==> config.mk <==
export PLATFORM = sky130hd
export DESIGN_NAME = adsr_envelope_seq
export DESIGN_NICKNAME = d
export VERILOG_FILES = /design/src/rtl/adsr_pkg.sv /design/src/rtl/gate_sync.sv /design/src/rtl/adsr_envelope_seq.sv
export SDC_FILE = /design/constraint.sdc
export NUM_CORES = 1
export LEC_CHECK = 0
export CAP_MARGIN = 10
export CORE_UTILIZATION = 30
export CTS_CLUSTER_DIAMETER = 150
export CTS_CLUSTER_SIZE = 24
export DETAILED_ROUTE_END_ITERATION = 12
export PLACE_DENSITY_LB_ADDON = 0.15
export SLEW_MARGIN = 40
export SYNTH_ARGS = -nofsm -noshare
export SYNTH_HDL_FRONTEND = slang
export SYNTH_SLANG_ARGS = --single-unit
==> constraint.sdc <==
create_clock -name clk50Mhz -period 2.5 [get_ports clk50Mhz]
set_input_delay 0.5 -clock clk50Mhz [delete_from_list [all_inputs] [get_ports clk50Mhz]]
set_output_delay 0.5 -clock clk50Mhz [all_outputs]
set_load 0.01 [all_outputs]
==> src/rtl/adsr_pkg.sv <==
// Shared types and constants for the ADSR envelope sequencer: phase encodings,
// envelope width/ceiling and the sustain-level scaling.
package adsr_pkg;

    localparam int ENV_W = 8;
    localparam logic [ENV_W-1:0] ENV_MAX = 8'd255;
    localparam int SUS_SCALE = 16;

    typedef enum logic [2:0] {
        ST_IDLE    = 3'd0,
        ST_ATTACK  = 3'd1,
        ST_DECAY   = 3'd2,
        ST_SUSTAIN = 3'd3,
        ST_RELEASE = 3'd4
    } state_t;

    // Sustain target on the 9-bit arithmetic grid (0..240 for a 4-bit level).
    function automatic logic [ENV_W:0] sus_target(input logic [3:0] lvl);
        return (ENV_W+1)'(32'(lvl) * SUS_SCALE);
    endfunction

endpackage

==> src/rtl/gate_sync.sv <==
// Two-flop synchronizer for the asynchronous gate pin, followed by a registered
// rise/fall detector; edges appear three clocks after the pin changes.
module gate_sync (
    input  logic clk,
    input  logic rst,
    input  logic din,
    output logic rise,
    output logic fall
);

    logic sync1_reg, sync2_reg, prev_reg, rise_reg, fall_reg;

    always_ff @(posedge clk or posedge rst) begin
        if (rst) begin
            sync1_reg <= 1'b0;
            sync2_reg <= 1'b0;
            prev_reg  <= 1'b0;
            rise_reg  <= 1'b0;
            fall_reg  <= 1'b0;
        end else begin
            sync1_reg <= din;
            sync2_reg <= sync1_reg;
            prev_reg  <= sync2_reg;
            rise_reg  <= sync2_reg & ~prev_reg;
            fall_reg  <= ~sync2_reg & prev_reg;
        end
    end

    assign rise = rise_reg;
    assign fall = fall_reg;

endmodule

==> src/rtl/adsr_envelope_seq.sv <==
// ADSR envelope sequencer: one phase FSM plus the envelope register, advanced by
// per-phase rate strobes and steered by the synchronized gate edges.
module adsr_envelope_seq
    import adsr_pkg::*;
#(
    parameter int ATTACK_STEP  = 8,
    parameter int DECAY_STEP   = 4,
    parameter int RELEASE_STEP = 4
) (
    input  logic             clk50Mhz,
    input  logic             Reset,
    input  logic             GATE,
    input  logic             TICK_A,
    input  logic             TICK_D,
    input  logic             TICK_R,
    input  logic [3:0]       SUS_LEVEL,
    output logic [ENV_W-1:0] ENV,
    output logic [2:0]       STATE,
    output logic             ACTIVE,
    output logic             DONE
);

    localparam logic [ENV_W:0] A_STEP = (ENV_W+1)'(ATTACK_STEP);
    localparam logic [ENV_W:0] D_STEP = (ENV_W+1)'(DECAY_STEP);
    localparam logic [ENV_W:0] R_STEP = (ENV_W+1)'(RELEASE_STEP);
    localparam logic [ENV_W:0] FULL   = {1'b0, ENV_MAX};

    state_t           state_reg, state_next;
    logic [ENV_W-1:0] env_reg, env_next;
    logic             done_reg, done_next;
    logic             gate_rise, gate_fall;
    logic [ENV_W:0]   target, env_wide, attack_sum, decay_diff, release_diff;

    gate_sync u_gate_sync (
        .clk  (clk50Mhz),
        .rst  (Reset),
        .din  (GATE),
        .rise (gate_rise),
        .fall (gate_fall)
    );

    assign target       = sus_target(SUS_LEVEL);
    assign env_wide     = {1'b0, env_reg};
    assign attack_sum   = env_wide + A_STEP;
    assign decay_diff   = env_wide - D_STEP;
    assign release_diff = env_wide - R_STEP;

    always_ff @(posedge clk50Mhz or posedge Reset) begin
        if (Reset) begin
            state_reg <= ST_IDLE;
            env_reg   <= '0;
            done_reg  <= 1'b0;
        end else begin
            state_reg <= state_next;
            env_reg   <= env_next;
            done_reg  <= done_next;
        end
    end

    always_comb begin
        state_next = state_reg;
        env_next   = env_reg;
        done_next  = 1'b0;
        case (state_reg)
            ST_IDLE: begin
                env_next = '0;
                if (gate_rise) state_next = ST_ATTACK;
            end
            ST_ATTACK, ST_DECAY, ST_SUSTAIN, ST_RELEASE: begin
                // Gate edges pre-empt any tick; the level is kept so a retrigger never clicks.
                if (gate_rise) begin
                    state_next = ST_ATTACK;
                end else if (gate_fall && state_reg != ST_RELEASE) begin
                    state_next = ST_RELEASE;
                end else begin
                    case (state_reg)
                        ST_ATTACK: begin
                            if (TICK_A) begin
                                if (attack_sum >= FULL) begin
                                    env_next   = ENV_MAX;
                                    state_next = ST_DECAY;
                                end else begin
                                    env_next = ENV_W'(attack_sum);
                                end
                            end
                        end
                        ST_DECAY: begin
                            // Difference form avoids overflowing target + step.
                            if (env_wide <= target ||
                                (TICK_D && (env_wide - target) <= D_STEP)) begin
                                env_next   = ENV_W'(target);
                                state_next = ST_SUSTAIN;
                            end else if (TICK_D) begin
                                env_next = ENV_W'(decay_diff);
                            end
                        end
                        ST_SUSTAIN: begin
                            env_next = ENV_W'(target);
                        end
                        default: begin
                            if (TICK_R) begin
                                if (env_wide <= R_STEP) begin
                                    env_next   = '0;
                                    state_next = ST_IDLE;
                                    done_next  = 1'b1;
                                end else begin
                                    env_next = ENV_W'(release_diff);
                                end
                            end
                        end
                    endcase
                end
            end
            default: begin
                state_next = ST_IDLE;
                env_next   = '0;
            end
        endcase
    end

    assign ENV    = env_reg;
    assign STATE  = state_reg;
    assign ACTIVE = (state_reg != ST_IDLE);
    assign DONE   = done_reg;

endmodule
==> results_dict.tcl <==
set metrics [dict create \
    clk_path_buf_depth 2 \
    power_density_nw_per_um2 1390 \
    crit_path_max_incr_delay_ns 0.48 \
    synth_edf_count 0 \
    p_seq_share_pct 14.1 \
    fin_util_pct 45.5 \
    ys_ff_latch 16 \
    cts_tree "yes" \
    vias 1495 \
    setup-violations-final 2 \
    htreeDepth 1 \
    min_path_cells 0 \
    place.gp.congestion 0.908 \
    fin_crit_ns 2.55 \
    cts_buffers 3 \
    crit_required_ns 2.64 \
    grt_start_max_net_pins 17 \
    pwr-share-clk_pct 7.9 \
    worst_r2r_path_depth 9 \
    end_kind "register" \
    cts_hold_buf 0 \
    drtAntennaViolNets 0 \
    min_to "u_gate_sync.sync2_reg" \
    min-delay-start "u_gate_sync.sync1_reg" \
    nFillCells 499 \
    synth_cell_types 56 \
    largest_register_ffs 7 \
    swShare_pct 46.2 \
    syn-num-nets 194 \
    skew_ns 0.00695 \
    cp.arrival_ns 2.69 \
    nets 243 \
    ys_seq_area_share_pct 26.8 \
    worst_pin_slew_ns 0.647 \
    ys_warn_count 0 \
    cpMaxStageDelayCell "clkdlybuf4s50_1" \
    finalCritPeriodShare_pct 102 \
    maxCapViolations 0 \
    hpwl_mm 3.40 \
    area_growth_pct 44.6 \
    syn_avg_cell_area_um2 8.70 \
    drt_pass1_iterations 4 \
    slew_viol_final 0 \
    timing_worst_setup_path_type "primary input to register" \
    reg2reg_to "STATE[0]" \
    finalSetupTns_ns -0.0581 \
    layout_common_cells "buf_4 (29), clkdlybuf4s50_1 (19), dfrtp_1 (15)" \
    combPwrFrac_pct 78.0 \
    grtUsageTotal_pct 18.4 \
    remaining_drc_errors 0 \
    place_ws_ns -0.589 \
    antenna_found_initial 0 \
    reg2reg_from "ENV[4]" \
    cts_root_buf "clkbuf_8" \
    fin_ws_ns -0.0531 \
    ir_drop_uv 408 \
    die_y_um 72.6 \
    synthesis.area_um2 1500 \
    drive_gt1_share_pct 28.6 \
    grt_pass1_vias 1520 \
    hold_class "register to register" \
    place_area_um2 1980 \
    wl_per_cell_um 15.8 \
    worstPathMaxFanout 4 \
    multi_input_area_um2 1120 \
    io_buffers 22 \
    rsz0062_at_grt "yes" \
    dieArea_um2 5270 \
    violations "negative setup slack" \
    syn_inst 172 \
    path_delay_family "buffers and inverters" \
    final_common_cell "buf_4" \
    clk_pin_slew_worst_paths_ns 0.07 \
    die_x_um 72.6 \
    p_switching_mw 1.39 \
    clkSinkCount 16 \
    cp-start-kind "primary input" \
    seqCellArea_um2 402 \
    grt_pass1_wl_mm 7.33 \
    pin_count 23 \
    diodes 0 \
    max_freq_mhz 392 \
    path_cells "clkdlybuf4s50_1 -> inv_1 -> ha_4 -> nand4_1 -> nor3b_2 -> buf_4 -> a221oi_4 -> nand2_4 -> o41ai_4 -> mux2_4" \
    core_um2 4750 \
    overflow 0 \
    design_area_um2 2160 \
    synth_top_flop_cell "dfrtp_1" \
    power.internal_mw 1.62 \
    ff2ff_setup_slack_ns -0.05 \
    via_per_inst 5.21 \
    drt-total-wl_mm 4.55 \
    status "finished with violations" \
    p_leak_nw 0.898 \
    holdWs_ns 0.357 \
    crit_buf_inv 3 \
    async_reset_ff_share_pct 100 \
    initial_utilization_pct 31.5 \
    first_iter_violations 74 \
    clk_latency_ns 0.26 \
    fp-row-count 25 \
    slew-limit-headroom_pct 56.8 \
    finalHoldViolCount 0 \
]
-- worst max path at each step --
stage                    end         start  cells after the start
floorplan           STATE[0]        ENV[4]                      9
global route          ENV[5]        ENV[4]                     11
detailed placement  STATE[0]  SUS_LEVEL[0]                      9
CTS                 STATE[0]        ENV[4]                      9
global placement    STATE[0]  SUS_LEVEL[0]                      9
finish              STATE[0]  SUS_LEVEL[3]                     10
-- power groups by stage --
stage	clock (mW)	combinational, mW	sequential, mW
final	0.239	2.34	0.423
after global routing	0.261	2.54	0.433
after detailed placement	0	2.07	0.412
after CTS	0.249	2.22	0.417
after global placement	0	2.02	0.412
after floorplan	0	1.26	0.467
-- Yosys cell counts (2+ instances only) --
master / count / area, µm²
a2111oi_0: 2 / 17.5
a21oi_1: 8 / 40.0
a22o_1: 3 / 26.3
a22oi_1: 2 / 15.0
a31oi_1: 4 / 25.0
and3_1: 3 / 18.8
buf_2: 2 / 10.0
clkbuf_1: 5 / 18.8
dfrtp_1: 16 / 400
ha_1: 11 / 138
inv_1: 13 / 48.8
mux2i_1: 2 / 20.0
nand2_1: 10 / 37.5
nand2b_1: 3 / 18.8
nand3_1: 3 / 15.0
nand4_1: 2 / 12.5
nor2_1: 13 / 48.8
nor2b_1: 5 / 31.3
nor3_1: 4 / 20.0
nor4_1: 4 / 25.0
o211a_1: 2 / 20.0
o21ai_0: 12 / 60.1
o22ai_1: 2 / 12.5
o31ai_1: 4 / 30.0
xnor2_1: 6 / 52.6
-- worst register-to-register path: cells and delay by family, from the launching register on --
kind	cells	cell delay (ns)
fa+ha+maj	2	0.53
mux	1	0.33
simple gates	2	0.29
compound gates	3	0.80
flops	1	0.41
buf+inv	1	0.08
-- repair_timing --
action	in CTS	in global routing
resized for setup	20	9
gates cloned	0	0
setup buffers	3	1
pin swaps	7	5
endpoints found under the setup margin	10	10
-- per-layer routing --
layer | vias to the layer above | routed length (µm) | GRT usage, %
li1 | 728 | - | -
met1 | 720 | 2060 | 23.8
met2 | 33 | 2190 | 29.9
met3 | 14 | 155 | 2.90
met4 | 0 | 139 | 8.71
met5 | - | 0 | 0
-- kinds of logic after synthesis --
group / synth area share (%)
AO/OA/AOI/OAI: 30.3
AND/OR/NAND/NOR: 20.2
buffers and inverters: 6.02
flip-flops: 26.8
adder cells (fa/ha/maj): 10.5
XOR/XNOR: 4.10
multiplexers: 2.09
-- area by class of cell --
type,instances,area share (%)
tap,67,3.88
sequential,16,18.6
inverter,13,2.26
clock buffer,4,2.54
timing repair buffer,53,20.9
multi-input combinational,134,51.8
-- through the flow --
stage | power (mW) | instances
2_1_floorplan | 1.72 | 172
4_1_cts | 2.89 | 286
3_3_place_gp | 2.44 | 279
5_1_grt | 3.24 | 287
3_5_place_dp | 2.48 | 279
6_report | 3.01 | 287
Power figures use the tool's default switching activity.
==> RTL edit, RTL diff (same settings) <==
Set the package constant `ENV_W` to 12 (it was 8).
--- a/src/rtl/adsr_pkg.sv
+++ b/src/rtl/adsr_pkg.sv
@@ -4,3 +4,3 @@
 
-    localparam int ENV_W = 8;
+    localparam int ENV_W = 12;
     localparam logic [ENV_W-1:0] ENV_MAX = 8'd255;
Ports: changed (resized ENV); port bits go from 23 to 27. The function was not compared with the original's and may differ.
==> RTL edit against the original RTL <==
The flow still finishes with violations (setup timing); routed wire length is 40% higher; sequential cell count increased by 4; critical endpoint unchanged; total power grew 21%; synthesized area up 27%; largest power group unchanged; global-route usage increased by 2.0 points; highest routed layer unchanged; sequential share of layout area fell by 1.4 points; synthesized cell count is 35% higher; setup slack lost 0.022 ns; cell area increased by 36%; non-clock buffer count is 42 higher.
==> RTL edit: results (changes against the original RTL) <==
<table>
<tr><th>Metric</th><th>Value</th></tr>
<tr><th colspan="2">Power and ir drop</th></tr>
<tr><td>Leakage component of the power</td><td>1.291 nW (+44%)</td></tr>
<tr><td>Proportion of power drawn by flip-flops and latches</td><td>0.145 (+0.004)</td></tr>
<tr><td>Internal power</td><td>2.022 mW (+25%)</td></tr>
<tr><th colspan="2">Finish</th></tr>
<tr><td>Number of clock buffers in the layout</td><td>3 (-1)</td></tr>
<tr><td>Count of filler cells inserted in the layout</td><td>587 (+18%)</td></tr>
<tr><td>Max reg flops</td><td>11 (+4)</td></tr>
<tr><td>Layout clock area frac</td><td>0.02430 (-0.001152)</td></tr>
<tr><td>Multi-input gates</td><td>188 (+40%)</td></tr>
<tr><td>Final sequential cell count</td><td>20 (+4)</td></tr>
<tr><td>Proportion of layout cells with a drive suffix above 1</td><td>0.3707 (+0.08435)</td></tr>
<tr><th colspan="2">Yosys</th></tr>
<tr><td>Compound-gate portion of the synthesized area</td><td>0.2710 (-0.03169)</td></tr>
<tr><td>Post-synthesis sequential area ratio</td><td>0.2644 (-0.003183)</td></tr>
<tr><td>Post-Synth XOR/XNOR Area</td><td>0.02776 (-0.01321)</td></tr>
<tr><td>Synthesized net count</td><td>253 (+30%)</td></tr>
<tr><td>Multiplexer fraction of the synthesized cell area</td><td>0.01058 (-0.01033)</td></tr>
<tr><th colspan="2">STA</th></tr>
<tr><td>Fin worst setup slack</td><td>-0.07460 ns (-0.02153 ns)</td></tr>
<tr><td># setup viols final</td><td>5 (+3)</td></tr>
<tr><th colspan="2">Global routing</th></tr>
<tr><td>Fraction of met2 tracks used by global routing</td><td>0.3433 (+0.04427)</td></tr>
<tr><td>Global-route wire length before repair</td><td>10020 µm (+37%)</td></tr>
<tr><td>Pin count of the biggest net entering global routing</td><td>21 (+4)</td></tr>
<tr><th colspan="2">Outcome</th></tr>
<tr><td>Outcome</td><td>finished with violations</td></tr>
<tr><td>Violations in the final reports</td><td>setup timing</td></tr>
<tr><th colspan="2">Drt</th></tr>
<tr><td>Mean number of vias per cell</td><td>5.255 (+0.88%)</td></tr>
<tr><th colspan="2">Setup path</th></tr>
<tr><td>Max stage delay cell, worst path</td><td>sky130_fd_sc_hd__or4_4</td></tr>
<tr><td>Stage delay of the slowest cell on the critical path</td><td>0.52 ns (+0.04 ns)</td></tr>
<tr><th colspan="2">Clock tree</th></tr>
<tr><td>Resize count post-CTS</td><td>13 (-35%)</td></tr>
</table>
==> RTL edit: changes by cell type in the layout (fill, tap and decap cells not counted), sizes merged, moves of 6 or more <==
cell,change
a21oi,+8
nand3,+8
nor2,+8
o21ai,+6
buf,+38
==> RTL edit: per-stage QoR <==
step	power (mW)	setup TNS, ns	cells	area (µm²)
floorplan	1.926	-0.01925	232	1942
global placement	2.987	-8.306	385	2670
global route	3.920	-1.008	396	2935
detailed placement	2.997	-8.518	385	2670
finish	3.645	-0.1765	396	2935
CTS	3.419	-0.4996	392	2788
==> RTL edit: worst max path at each step <==
stage / to / cells after the start / start
after floorplan: STATE[1] / 10 / ENV[4]
after global placement: STATE[1] / 9 / SUS_LEVEL[0]
after detailed placement: STATE[1] / 9 / SUS_LEVEL[0]
after CTS: STATE[2] / 10 / ENV[4]
after global routing: STATE[0] / 9 / ENV[3]
final: STATE[0] / 9 / ENV[3]
